==> src/rtl/fetch_decode_reg.sv <==
`default_nettype none
// ============================================================================
// Module      : fetch_decode_reg
// Description : IF/ID pipeline register. Captures fetched 16-bit words with
//               their PC, merges two-word (opcode + immediate) instructions
//               into a single Decode packet, and supports stall (hold) and
//               flush (bubble insertion).
//               Optional macro FD_PERF_CNT_EN adds saturating perf_instr /
//               perf_bubble counters.
// Revision    : 1.0 - initial release
// ============================================================================
module fetch_decode_reg #(
    parameter int INST_W       = 16,
    parameter int PC_W         = 32,
    parameter int IMM_FLAG_BIT = 0
) (
    input  logic              clk,
    input  logic              reset,
    input  logic              in_valid,
    input  logic [INST_W-1:0] in_inst,
    input  logic [PC_W-1:0]   in_pc,
    input  logic              stall,
    input  logic              flush,
    output logic              out_valid,
    output logic [INST_W-1:0] out_inst,
    output logic [INST_W-1:0] out_imm,
    output logic [PC_W-1:0]   out_pc,
    output logic [PC_W-1:0]   out_npc,
    output logic              imm_pending
`ifdef FD_PERF_CNT_EN
    ,
    output logic [15:0]       perf_instr,
    output logic [15:0]       perf_bubble
`endif
);

    localparam logic [PC_W-1:0] C_PC_ONE = {{(PC_W-1){1'b0}}, 1'b1};

    typedef enum logic [0:0] {
        S_FIRST = 1'b0,
        S_IMM   = 1'b1
    } state_t;

    state_t              state_q,     state_d;
    logic [INST_W-1:0]   hold_inst_q, hold_inst_d;
    logic [PC_W-1:0]     hold_pc_q,   hold_pc_d;
    logic                out_valid_q, out_valid_d;
    logic [INST_W-1:0]   out_inst_q,  out_inst_d;
    logic [INST_W-1:0]   out_imm_q,   out_imm_d;
    logic [PC_W-1:0]     out_pc_q,    out_pc_d;
    logic [PC_W-1:0]     out_npc_q,   out_npc_d;

    // Next-state logic: flush beats stall, stall freezes everything.
    always_comb begin
        state_d     = state_q;
        hold_inst_d = hold_inst_q;
        hold_pc_d   = hold_pc_q;
        out_valid_d = out_valid_q;
        out_inst_d  = out_inst_q;
        out_imm_d   = out_imm_q;
        out_pc_d    = out_pc_q;
        out_npc_d   = out_npc_q;

        if (flush) begin
            // Drop any half-assembled instruction and emit a clean bubble.
            state_d     = S_FIRST;
            hold_inst_d = '0;
            hold_pc_d   = '0;
            out_valid_d = 1'b0;
            out_inst_d  = '0;
            out_imm_d   = '0;
            out_pc_d    = '0;
            out_npc_d   = '0;
        end else if (!stall) begin
            case (state_q)
                S_FIRST: begin
                    if (!in_valid) begin
                        out_valid_d = 1'b0;
                    end else if (!in_inst[IMM_FLAG_BIT]) begin
                        out_inst_d  = in_inst;
                        out_imm_d   = '0;
                        out_pc_d    = in_pc;
                        out_npc_d   = in_pc + C_PC_ONE;
                        out_valid_d = 1'b1;
                    end else begin
                        // Opcode of a two-word instruction: park it and bubble.
                        hold_inst_d = in_inst;
                        hold_pc_d   = in_pc;
                        out_valid_d = 1'b0;
                        state_d     = S_IMM;
                    end
                end
                S_IMM: begin
                    if (!in_valid) begin
                        out_valid_d = 1'b0;
                    end else begin
                        // Immediate word; its flag bit carries no meaning.
                        out_inst_d  = hold_inst_q;
                        out_imm_d   = in_inst;
                        out_pc_d    = hold_pc_q;
                        out_npc_d   = in_pc + C_PC_ONE;
                        out_valid_d = 1'b1;
                        state_d     = S_FIRST;
                    end
                end
                default: begin
                    state_d = S_FIRST;
                end
            endcase
        end
    end

    // State and output registers with synchronous reset.
    always_ff @(posedge clk) begin
        if (reset) begin
            state_q     <= S_FIRST;
            hold_inst_q <= '0;
            hold_pc_q   <= '0;
            out_valid_q <= 1'b0;
            out_inst_q  <= '0;
            out_imm_q   <= '0;
            out_pc_q    <= '0;
            out_npc_q   <= '0;
        end else begin
            state_q     <= state_d;
            hold_inst_q <= hold_inst_d;
            hold_pc_q   <= hold_pc_d;
            out_valid_q <= out_valid_d;
            out_inst_q  <= out_inst_d;
            out_imm_q   <= out_imm_d;
            out_pc_q    <= out_pc_d;
            out_npc_q   <= out_npc_d;
        end
    end

    assign out_valid   = out_valid_q;
    assign out_inst    = out_inst_q;
    assign out_imm     = out_imm_q;
    assign out_pc      = out_pc_q;
    assign out_npc     = out_npc_q;
    assign imm_pending = (state_q == S_IMM);

`ifdef FD_PERF_CNT_EN
    logic [15:0] perf_instr_q;
    logic [15:0] perf_bubble_q;
    logic        instr_inc;
    logic        bubble_inc;

    // A valid packet is issued only on a non-stalled, non-flushed edge;
    // a bubble is any other non-stalled edge (flush counts as a bubble).
    always_comb begin
        instr_inc  = !flush && !stall && out_valid_d;
        bubble_inc = flush || (!stall && !out_valid_d);
    end

    // Saturating event counters, cleared only by reset.
    always_ff @(posedge clk) begin
        if (reset) begin
            perf_instr_q  <= '0;
            perf_bubble_q <= '0;
        end else begin
            if (instr_inc && (perf_instr_q != 16'hFFFF)) begin
                perf_instr_q <= perf_instr_q + 16'd1;
            end
            if (bubble_inc && (perf_bubble_q != 16'hFFFF)) begin
                perf_bubble_q <= perf_bubble_q + 16'd1;
            end
        end
    end

    assign perf_instr  = perf_instr_q;
    assign perf_bubble = perf_bubble_q;
`endif

endmodule
`default_nettype wire

==> config.mk <==
export PLATFORM = sky130hd
export DESIGN_NAME = fetch_decode_reg
export DESIGN_NICKNAME = d
export VERILOG_FILES = /design/src/rtl/fetch_decode_reg.sv
export SDC_FILE = /design/constraint.sdc
export NUM_CORES = 1
export LEC_CHECK = 0
export CAP_MARGIN = 10
export CORE_UTILIZATION = 71
export CTS_BUF_LIST = sky130_fd_sc_hd__clkbuf_2
export DETAILED_ROUTE_END_ITERATION = 10
export DONT_BUFFER_PORTS = 1
export GPL_ROUTABILITY_DRIVEN = 0
export MAX_ROUTING_LAYER = met4
export PLACE_DENSITY = 0.95
export RECOVER_POWER = 50
export SLEW_MARGIN = 20
export SYNTH_ARGS = -nofsm -noshare
export SYNTH_HDL_FRONTEND = slang
export SYNTH_SLANG_ARGS = --single-unit
==> constraint.sdc <==
create_clock -name clk -period 2.5 [get_ports clk]
set_input_delay 0.25 -clock clk [delete_from_list [all_inputs] [get_ports clk]]
set_output_delay 0.25 -clock clk [all_outputs]
set_load 0.02 [all_outputs]
==> results.sh <==
export IMPL_drv_slew=0
export IMPL_worst_slew_margin_rel=0.460
export IMPL_antenna_found_initial=0
export IMPL_synth_xor_area_frac=0.0439
export IMPL_cts_repair_resize_count=0
export IMPL_netlist_top_cells_area="dfxtp_1, mux2i_1, a211oi_1, nand2_1, a21oi_1"
export IMPL_whs_ns=0.0112
export IMPL_yosys_most_used_dff="dfxtp_1"
export IMPL_global_route_overflow_total=0
export IMPL_final_critical_path_setup_slack_ns=0.340
export IMPL_die_h_um=93.9
export IMPL_cts_hold_buffers_added=54
export IMPL_worst_endpoint_arrival_ns=1.91
export IMPL_hold_viol=0
export IMPL_synth_cells=669
export IMPL_worst_clock_skew_ns=0.0318
export IMPL_post_route_drc_count=0
export IMPL_yosys_warnings=0
export IMPL_placedInstanceArea_um2=6040
export IMPL_synthMuxAreaShare=0.0802
export IMPL_layout_drive_gt1_share=0.0802
export IMPL_first_global_vias=5172
export IMPL_cap_viol_max_count=0
export IMPL_holdCritPathClass="primary input to register"
export IMPL_cts_tree="yes"
export IMPL_clock_share_of_power=0.324
export IMPL_rsz0062_at_grt="no"
export IMPL_syn_area_per_cell_um2=8.96
export IMPL_cp_data_required_time_ns=2.25
export IMPL_antenna_violating_nets_post_route=0
export IMPL_timing_critical_path_fanout_max=32
export IMPL_post_cts_setup_bufs=0
export IMPL_critical_path_slowest_cell="dfxtp_4"
export IMPL_irDropWorstVdd_mv=0.371
export IMPL_setup_total_negative_slack_ns=0
export IMPL_synth_fa_ha_area_frac=0.00209
export IMPL_number_of_levels_in_the_clock_h_tree=4
export IMPL_numClockSinks=146
export IMPL_synth_top_family_by_area="compound AO/OA/AOI/OAI gates"
export IMPL_crit_type="register to output pin"
export IMPL_critical_path_max_stage_delay_ns=0.60
export IMPL_area_fraction_in_compound_gates_after_synthesis=0.177
export IMPL_worst_setup_hold_path_clk_slew_ns=0.22
export IMPL_initial_core_util=0.733
export IMPL_grt_usage=0.379
export IMPL_nNetsFinal=752
export IMPL_core_rowCount=33
export IMPL_synthesis_nets=723
export IMPL_outcome="finished, final reports clean"
export IMPL_r2r_setup_slack_ns=0.43
export IMPL_internal_power_mw=3.01
export IMPL_power_frac_seq=0.580
export IMPL_critical_path_cell_chain="buf_4"
export IMPL_drtIter0Drc=452
export IMPL_drt_vias_per_instance=6.44
export IMPL_min_period_ns=2.16
export IMPL_tightestPinTransition_ns=0.809
export IMPL_most_used_cells_in_the_layout_excluding_fill_and_tap_cells="dfxtp_1, nand2_1, nor2_1, a21oi_1, a211oi_1"
export IMPL_report_final_setup_viol=0
export IMPL_ctsLongestPathBuffers=2
export IMPL_total_of_flip_flops_plus_latches_after_synthesis=146
export IMPL_layout_worst_path_cycle_share=0.864
export IMPL_drt_pass_1_iters=7
export IMPL_layout_area_overhead_vs_synth_pct=13.7
export IMPL_cp_top_family="flip-flops"
export IMPL_sequential_cell_area_fraction_in_the_yosys_report=0.488
export IMPL_clock_tree_root_cell="clkbuf_2"
export IMPL_syn_cell_area_um2=5990
export IMPL_clock_insertion_delay_worst_skew_ns=0.71
export IMPL_chipWidth_um=93.9
export IMPL_layout_cells_most_common="dfxtp_1"
export IMPL_netlist_cell_type_count=35
export IMPL_overall_via_count_from_detail_route=5264
export IMPL_critPathCaptureType="output pin"
export IMPL_dp_final_hpwl_mm=9.27
export IMPL_grt_pass1_wl_mm=25.0
export IMPL_routedWlPerCell_um=19.5
export IMPL_place_port_buffers=0
export IMPL_timing_critical_path_from_type="register"
export IMPL_power_per_cell_area_nw_per_um2=620
export IMPL_floorplan_die_area_um2=8810
export IMPL_numPlacedInstances=730
export IMPL_grt_max_degree=108
export IMPL_synth_enable_flop_cells=0
export IMPL_max_freq_ghz=0.463
export IMPL_synth_simple_gate_area_frac=0.170
export IMPL_synth_largest_area_cell="dfxtp_1"
export IMPL_num_io_pins=151
export IMPL_power_switching_share=0.287
export IMPL_cts_inserted_buffers=17
export IMPL_pre_cts_slack_ns=0.740
export IMPL_async_flop_share=0
export IMPL_final_cells=817
export IMPL_power_switching_mw=1.21
export IMPL_wirelength_mm=15.9
export IMPL_yosys_area_top_type_share=0.488
export IMPL_comb_power_share=0.096
export IMPL_power_leakage_nw=2.24
export IMPL_core_um2=8180
export IMPL_final_design_area_no_fill_um2=6810
export IMPL_cp_buffers_inverters=1
[cells in the mapped netlist, types with 3 or more instances]
cell / instances
nand3_1: 16
nand4_1: 11
xnor2_1: 6
a21oi_2: 5
a211oi_1: 56
mux2i_1: 48
nand2_1: 100
nor2_1: 70
nor3_1: 3
and3_2: 3
clkbuf_1: 34
dfxtp_1: 146
a22o_1: 16
a21oi_1: 65
o21ai_0: 22
buf_1: 4
buf_2: 14
and3_1: 3
xor2_1: 24
[logic make-up (layout without fill, tap and decap cells)]
group,count (synthesis),in the layout
compound gates,166,166
xor+xnor,30,30
fa+ha+maj,1,1
buf+inv,56,98
flops,146,146
mux,48,48
other cells,0,1
simple gates,222,222
[flip-flops by register name (all words and copies together), names as in the netlist]
signal	flops
out_npc	32
out_valid	1
imm_pending	1
hold_pc_q	32
out_pc	32
hold_inst_q	16
out_inst	16
out_imm	16
[final timing paths]
| kind | cells past startpoint | start | to |
|---|---|---|---|
| max reg2reg | 5 | imm_pending | out_inst[9] |
| max | 1 | imm_pending | imm_pending |
| min reg2reg | 2 | hold_pc_q[22] | hold_pc_q[22] |
| min | 5 | in_pc[21] | out_npc[30] |
[metrics by stage]
stage | util | power [mW]
2_1_floorplan | - | 2.71
3_3_place_gp | 0.739 | 2.76
3_5_place_dp | 0.739 | 2.77
4_1_cts | 0.835 | 4.20
5_1_grt | 0.833 | 4.37
6_report | 0.833 | 4.23
[power by group through the flow]
| stage | Sequential (mW) | Combinational [mW] | Clock (mW) |
|---|---|---|---|
| final | 2.45 | 0.405 | 1.37 |
| after global routing | 2.46 | 0.438 | 1.47 |
| after CTS | 2.45 | 0.392 | 1.36 |
| after detailed placement | 2.49 | 0.279 | 0 |
| after global placement | 2.49 | 0.266 | 0 |
| after floorplan | 2.48 | 0.232 | 0 |
[layer usage]
| layer | up-vias | routed length (µm) | track usage |
|---|---|---|---|
| li1 | 2412 | - | - |
| met1 | 2458 | 6010 | 0.417 |
| met2 | 311 | 7810 | 0.614 |
| met3 | 83 | 1400 | 0.115 |
| met4 | 0 | 695 | 0.204 |
| met5 | - | 0 | - |
[final cells by class]
class	count	area [µm²]
tap	105	131
antenna	1	2.50
inverter	2	7.51
timing repair buffer	64	662
clock inverter	14	154
multi-input combinational	467	2840
sequential	146	2930
clock buffer	18	90.1
fill	452	1360
[worst register-to-register path, delay by kind of cell (launching register included)]
| kind | cells | cell delay [ns] |
|---|---|---|
| AO/OA/AOI/OAI | 1 | 0.38 |
| flip-flops | 1 | 0.60 |
| buffers and inverters | 1 | 0.33 |
| AND/OR/NAND/NOR | 3 | 0.66 |
Note: power is estimated with default switching activity, not from simulation.
